## src/rtl/imem_loader.sv

```systemverilog
// Boot-time loader: turns a length-prefixed byte stream into 32-bit instruction memory writes, then releases the CPU.
// Optional trailing XOR checksum byte is enabled by defining IMEM_LOADER_CHECKSUM_EN.
module imem_loader #(
  parameter int IMEM_DEPTH = 1024,
  parameter int ADDR_W     = 10
) (
  input  logic              clk,
  input  logic              rst,
  input  logic [7:0]        rx_data,
  input  logic              rx_valid,
  output logic              rx_ready,
  output logic              imem_we,
  output logic [ADDR_W-1:0] imem_addr,
  output logic [31:0]       imem_wdata,
  output logic              cpu_start,
  output logic              busy,
  output logic              error,
  output logic [ADDR_W:0]   words_loaded,
  output logic [2:0]        dbg_state
);

  // Handshake: a byte transfers on any posedge where rx_valid && rx_ready; rx_ready never depends on rx_valid.
  typedef enum logic [2:0] {
    S_LEN0 = 3'd0,
    S_LEN1 = 3'd1,
    S_WORD = 3'd2,
`ifdef IMEM_LOADER_CHECKSUM_EN
    S_CHK  = 3'd3,
`endif
    S_DONE = 3'd4,
    S_ERR  = 3'd5
  } state_t;

`ifdef IMEM_LOADER_CHECKSUM_EN
  localparam state_t S_FINAL = S_CHK;
`else
  localparam state_t S_FINAL = S_DONE;
`endif

  state_t      state, state_next;
  logic [15:0] len_q;
  logic [23:0] asm_q;
  logic [1:0]  byte_idx;
  logic        accept;
  logic        issue;
  logic        last_word;
  logic [15:0] n_full;
`ifdef IMEM_LOADER_CHECKSUM_EN
  logic [7:0]  csum_q;
`endif

`ifdef IMEM_LOADER_CHECKSUM_EN
  assign rx_ready = (state == S_LEN0) || (state == S_LEN1) || (state == S_WORD) || (state == S_CHK);
`else
  assign rx_ready = (state == S_LEN0) || (state == S_LEN1) || (state == S_WORD);
`endif
  assign busy      = rx_ready;
  assign error     = (state == S_ERR);
  assign accept    = rx_valid && rx_ready;
  assign n_full    = {len_q[15:8], rx_data};
  assign last_word = (int'(words_loaded) + 1) == int'(len_q);
  assign dbg_state = state;

  always_comb begin
    state_next = state;
    issue      = 1'b0;
    case (state)
      S_LEN0: if (accept) state_next = S_LEN1;
      S_LEN1: begin
        if (accept) begin
          if (n_full == 16'd0)                state_next = S_FINAL;
          else if (int'(n_full) > IMEM_DEPTH) state_next = S_ERR;
          else                                state_next = S_WORD;
        end
      end
      S_WORD: begin
        if (accept && (byte_idx == 2'd3)) begin
          issue = 1'b1;
          if (last_word) state_next = S_FINAL;
        end
      end
`ifdef IMEM_LOADER_CHECKSUM_EN
      S_CHK: if (accept) state_next = (rx_data == csum_q) ? S_DONE : S_ERR;
`endif
      default: state_next = state;
    endcase
  end

  always_ff @(posedge clk) begin
    if (rst) state <= S_LEN0;
    else     state <= state_next;
  end

  always_ff @(posedge clk) begin
    if (rst) begin
      len_q        <= '0;
      asm_q        <= '0;
      byte_idx     <= '0;
      words_loaded <= '0;
      imem_we      <= 1'b0;
      imem_addr    <= '0;
      imem_wdata   <= '0;
      cpu_start    <= 1'b0;
`ifdef IMEM_LOADER_CHECKSUM_EN
      csum_q       <= '0;
`endif
    end else begin
      imem_we   <= issue;
      // Registered one cycle behind DONE so it never coincides with the final write strobe.
      cpu_start <= (state == S_DONE);
      if (accept) begin
        case (state)
          S_LEN0: len_q[15:8] <= rx_data;
          S_LEN1: len_q[7:0]  <= rx_data;
          S_WORD: begin
            asm_q    <= {asm_q[15:0], rx_data};
            byte_idx <= byte_idx + 2'd1;
`ifdef IMEM_LOADER_CHECKSUM_EN
            csum_q   <= csum_q ^ rx_data;
`endif
          end
          default: ;
        endcase
      end
      if (issue) begin
        imem_addr    <= words_loaded[ADDR_W-1:0];
        imem_wdata   <= {asm_q, rx_data};
        words_loaded <= words_loaded + {{ADDR_W{1'b0}}, 1'b1};
      end
    end
  end

endmodule

```

## config.mk

```make
export PLATFORM = sky130hd
export DESIGN_NAME = imem_loader
export DESIGN_NICKNAME = d
export VERILOG_FILES = /design/src/rtl/imem_loader.sv
export SDC_FILE = /design/constraint.sdc
export NUM_CORES = 1
export LEC_CHECK = 0
export ABC_AREA = 1
export CELL_PAD_IN_SITES_DETAIL_PLACEMENT = 0
export CELL_PAD_IN_SITES_GLOBAL_PLACEMENT = 2
export CORE_ASPECT_RATIO = 0.8
export CORE_UTILIZATION = 32
export DETAILED_ROUTE_END_ITERATION = 10
export PLACE_DENSITY_LB_ADDON = 0.1
export RECOVER_POWER = 25
export REMOVE_ABC_BUFFERS = 1
export SYNTH_ARGS = -nofsm -noshare
export SYNTH_HDL_FRONTEND = slang
export SYNTH_SLANG_ARGS = --single-unit
```

## constraint.sdc

```tcl
create_clock -name clk -period 4.5 [get_ports clk]
set_input_delay 0.45 -clock clk [delete_from_list [all_inputs] [get_ports clk]]
set_output_delay 0.45 -clock clk [all_outputs]
set_load 0.1 [all_outputs]
```

==> flow_metrics.py <==
metrics = {
    "clock_network": {
        "holdBufCountCts": 0,
        "cts_resized": 0,
        "cts_setup_buffers": 0,
        "root_buffer": "clkbuf_16",
        "clock_path_buffers": 2,
        "clk_pin_slew_ps": 70,
        "cts_buffers": 9,
        "cts_tree": "done",
        "htree_levels": 3,
        "clk_latency_ps": 350,
        "cts_sinks": 100,
    },
    "sta": {
        "hold_viol_final": 0,
        "min_period_over_period_pct": 62.6,
        "setup_viol": 0,
        "rsz0062_at_grt": "false",
        "fin_crit_ps": 2810,
        "drv_slew": 74,
        "max_slew_margin_pct": -36.3,
        "fmax_ghz": 0.355,
        "finalSetupTns_ps": 0,
        "worst_pin_slew_ps": 2040,
        "finClkSkew_ps": 7.09,
    },
    "worst_setup_path": {
        "slowest_delay_ps": 1450,
        "critPathSlowestCell": "inv_1",
        "path_cells": "dlygate4sd3_1 -> inv_1 -> buf_4 -> o21ai_0 -> a31oi_1",
        "cp_data_arrival_time_ps": 3080,
        "crit_buf_inv": 3,
        "setup.worst_path.class": "in -> reg",
        "worst_r2r_endpoint": "imem_wdata[11]",
        "crit_path_max_fanout": 73,
        "r2r_cells": 8,
        "start_kind": "primary input",
        "reg2reg_from": "dbg_state[2]",
        "r2r_slack_ps": 2020,
        "path_delay_family": "buffers and inverters",
        "cp-end-kind": "register",
        "worstPathRequired_ps": 4770,
    },
    "floorplan": {
        "fp.coreArea_um2": 12300,
        "die_h_um": 103,
        "core.rowCount": 36,
        "start_util_pct": 33.0,
        "die_area_um2": 13200,
        "die_x_um": 128,
        "pin_count": 72,
    },
    "drt": {
        "wirelength_um": 10600,
        "route.met3.wl_um": 446,
        "dr.pass1.iters": 4,
        "route.detailed.drc": 0,
        "vias": 3559,
        "drt_iter0_markers": 173,
        "dr.max_layer_used": "met4",
        "antenna_left": 0,
        "wire_per_inst_um": 13.7,
        "vias_per_cell": 4.62,
        "wl_met1_um": 5660,
        "met2_length_um": 4400,
    },
    "run": {
        "maxCapViolCount": 1,
    },
    "logic_synthesis": {
        "synth.cells.most_frequent": "dfxtp_1 (100), nand2_1 (100), o21ai_0 (76)",
        "netlist_instances": 538,
        "ys.flop_type": "dfxtp_1",
        "ys_seq_elements": 100,
        "synthXorXnorAreaFrac_pct": 0.216,
        "synth_top_family_by_area": "simple AND/OR/NAND/NOR gates",
        "syn_area_um2": 4060,
        "synth-simple-area-share_pct": 22.5,
        "synth_edf_count": 0,
        "yosysUniqueCellTypes": 28,
        "synth_top_area_share_pct": 49.3,
        "synth_compound_area_share_pct": 19.3,
        "synthArstFlopShare_pct": 0,
        "yosysSeqAreaShare_pct": 49.3,
        "synth_largest_area_cell": "dfxtp_1",
        "yosysWarnings": 0,
        "synth_area_per_cell_um2": 7.55,
        "muxShareOfSynthArea_pct": 0,
        "synth_area_leaders": "dfxtp_1 (49%), o21ai_0 (9.4%), nand2_1 (9.2%), a21oi_1 (9.0%), inv_1 (5.3%)",
        "synth_fa_ha_area_share_pct": 0.616,
    },
    "global_routing": {
        "grt.total_usage_pct": 17.0,
        "grt_pass1_vias": 3323,
        "grt_pass1_wl_um": 17200,
        "grt-ovfl-total": 0,
        "grt_max_degree": 74,
        "grt_antenna_before_repair": 0,
    },
    "cells_and_area": {
        "drive_gt1_share_pct": 5.50,
        "layout.nets": 609,
        "multiInputGateArea_um2": 1730,
        "num_antenna_cells": 0,
        "area_growth_pct": 29.0,
        "fillers": 1283,
        "final_cell_count_no_fill": 771,
        "regArea_um2": 2000,
    },
    "placed_design": {
        "gp_congestion": 0.717,
        "io_buffers": 71,
        "dp_cells": 756,
        "post-dp-hpwl_um": 7010,
    },
    "outcome": {
        "status": "complete, but fails checks",
        "violations": "capacitance limit, slew limit",
    },
    "hold_path": {
        "min_path_cells": 2,
        "hold_path_end": "imem_wdata[25]",
        "hp-start": "asm_q[17]",
        "hold_class": "reg -> reg",
    },
    "pwr": {
        "power_leakage_nw": 1.99,
        "peakVddDrop_v": 0.000428,
        "pwr_density_cell_nw_per_um2": 509,
    },
}
==> flip-flops by register name, indices dropped and copies added, names as in the netlist <==
| name | flops |
|---|---|
| asm_q | 24 |
| byte_idx | 2 |
| cpu_start | 1 |
| dbg_state | 3 |
| imem_addr | 10 |
| imem_wdata | 32 |
| imem_we | 1 |
| len_q | 16 |
| words_loaded | 11 |
==> logic make-up (layout without fill, tap and decap cells) <==
group | count (synthesis) | after routing
XOR/XNOR | 1 | 1
flip-flops | 100 | 100
AO/OA/AOI/OAI | 155 | 155
adder cells (fa/ha/maj) | 2 | 2
AND/OR/NAND/NOR | 194 | 194
buffers and inverters | 86 | 148
==> cells in the final DEF, fill, tap and decap left out, drive strengths merged <==
cell type,n
inv,61
nor3,3
or2,1
clkbuf,11
ha,2
nor4,1
dfxtp,100
buf,2
clkdlybuf4s50,67
nor2,34
bufinv,3
nand2,103
nand3b,4
dlygate4sd3,4
nand4,4
o21ai,78
xnor2,1
a31oi,3
a21oi,74
nand3,44
==> per-layer routing <==
metal	global-route usage, %	vias up
met4	3.80	0
met2	26.0	62
met1	24.1	1609
li1	-	1883
met3	4.51	5
met5	0	-
==> cell type report <==
class / count / area share, %
clock buffers: 10 / 4.56
clock inverters: 5 / 2.05
inverters: 59 / 4.23
multi-input cells: 352 / 33.0
flip-flops and latches: 100 / 38.2
well taps: 171 / 4.08
repair buffers: 74 / 13.9
==> metrics by stage <==
step                      utilization, %  instance area [um2]  setup WS [ps]  hold slack (ps)  power (mW)
after floorplan                        -                 3950            735              431        1.60
after global placement              39.9                 4900           1730              440        1.77
after detailed placement            39.9                 4900           1620              448        1.78
after CTS                           42.7                 5250           1800              455        2.69
after global routing                42.6                 5240           1340              474        2.81
final                               42.6                 5240           1690              451        2.67
==> worst max path at each step <==
stage | start | slack (ps) | depth (start not counted) | to
final | rst | 1690 | 5 | words_loaded[5]
after CTS | dbg_state[0] | 1800 | 4 | busy
after detailed placement | rx_valid | 1620 | 8 | imem_wdata[11]
after floorplan | dbg_state[2] | 740 | 2 | error
after global placement | rx_valid | 1730 | 8 | imem_wdata[19]
after global routing | rst | 1340 | 4 | asm_q[14]
==> report_power, final <==
group | internal, mW | switching, mW | total (mW)
Combinational | 0.190 | 0.522 | 0.711
Sequential | 0.983 | 0.0578 | 1.04
Clock | 0.560 | 0.353 | 0.914
Total | 1.73 | 0.933 | 2.67
==> tightest hold or removal path, delay by kind of cell, from the launching register on <==
| kind | cells | cell delay (ps) |
|---|---|---|
| flip-flops | 1 | 310 |
| AND/OR/NAND/NOR | 1 | 60 |
| AO/OA/AOI/OAI | 1 | 50 |
No activity file was read; power rests on OpenSTA's default activity.
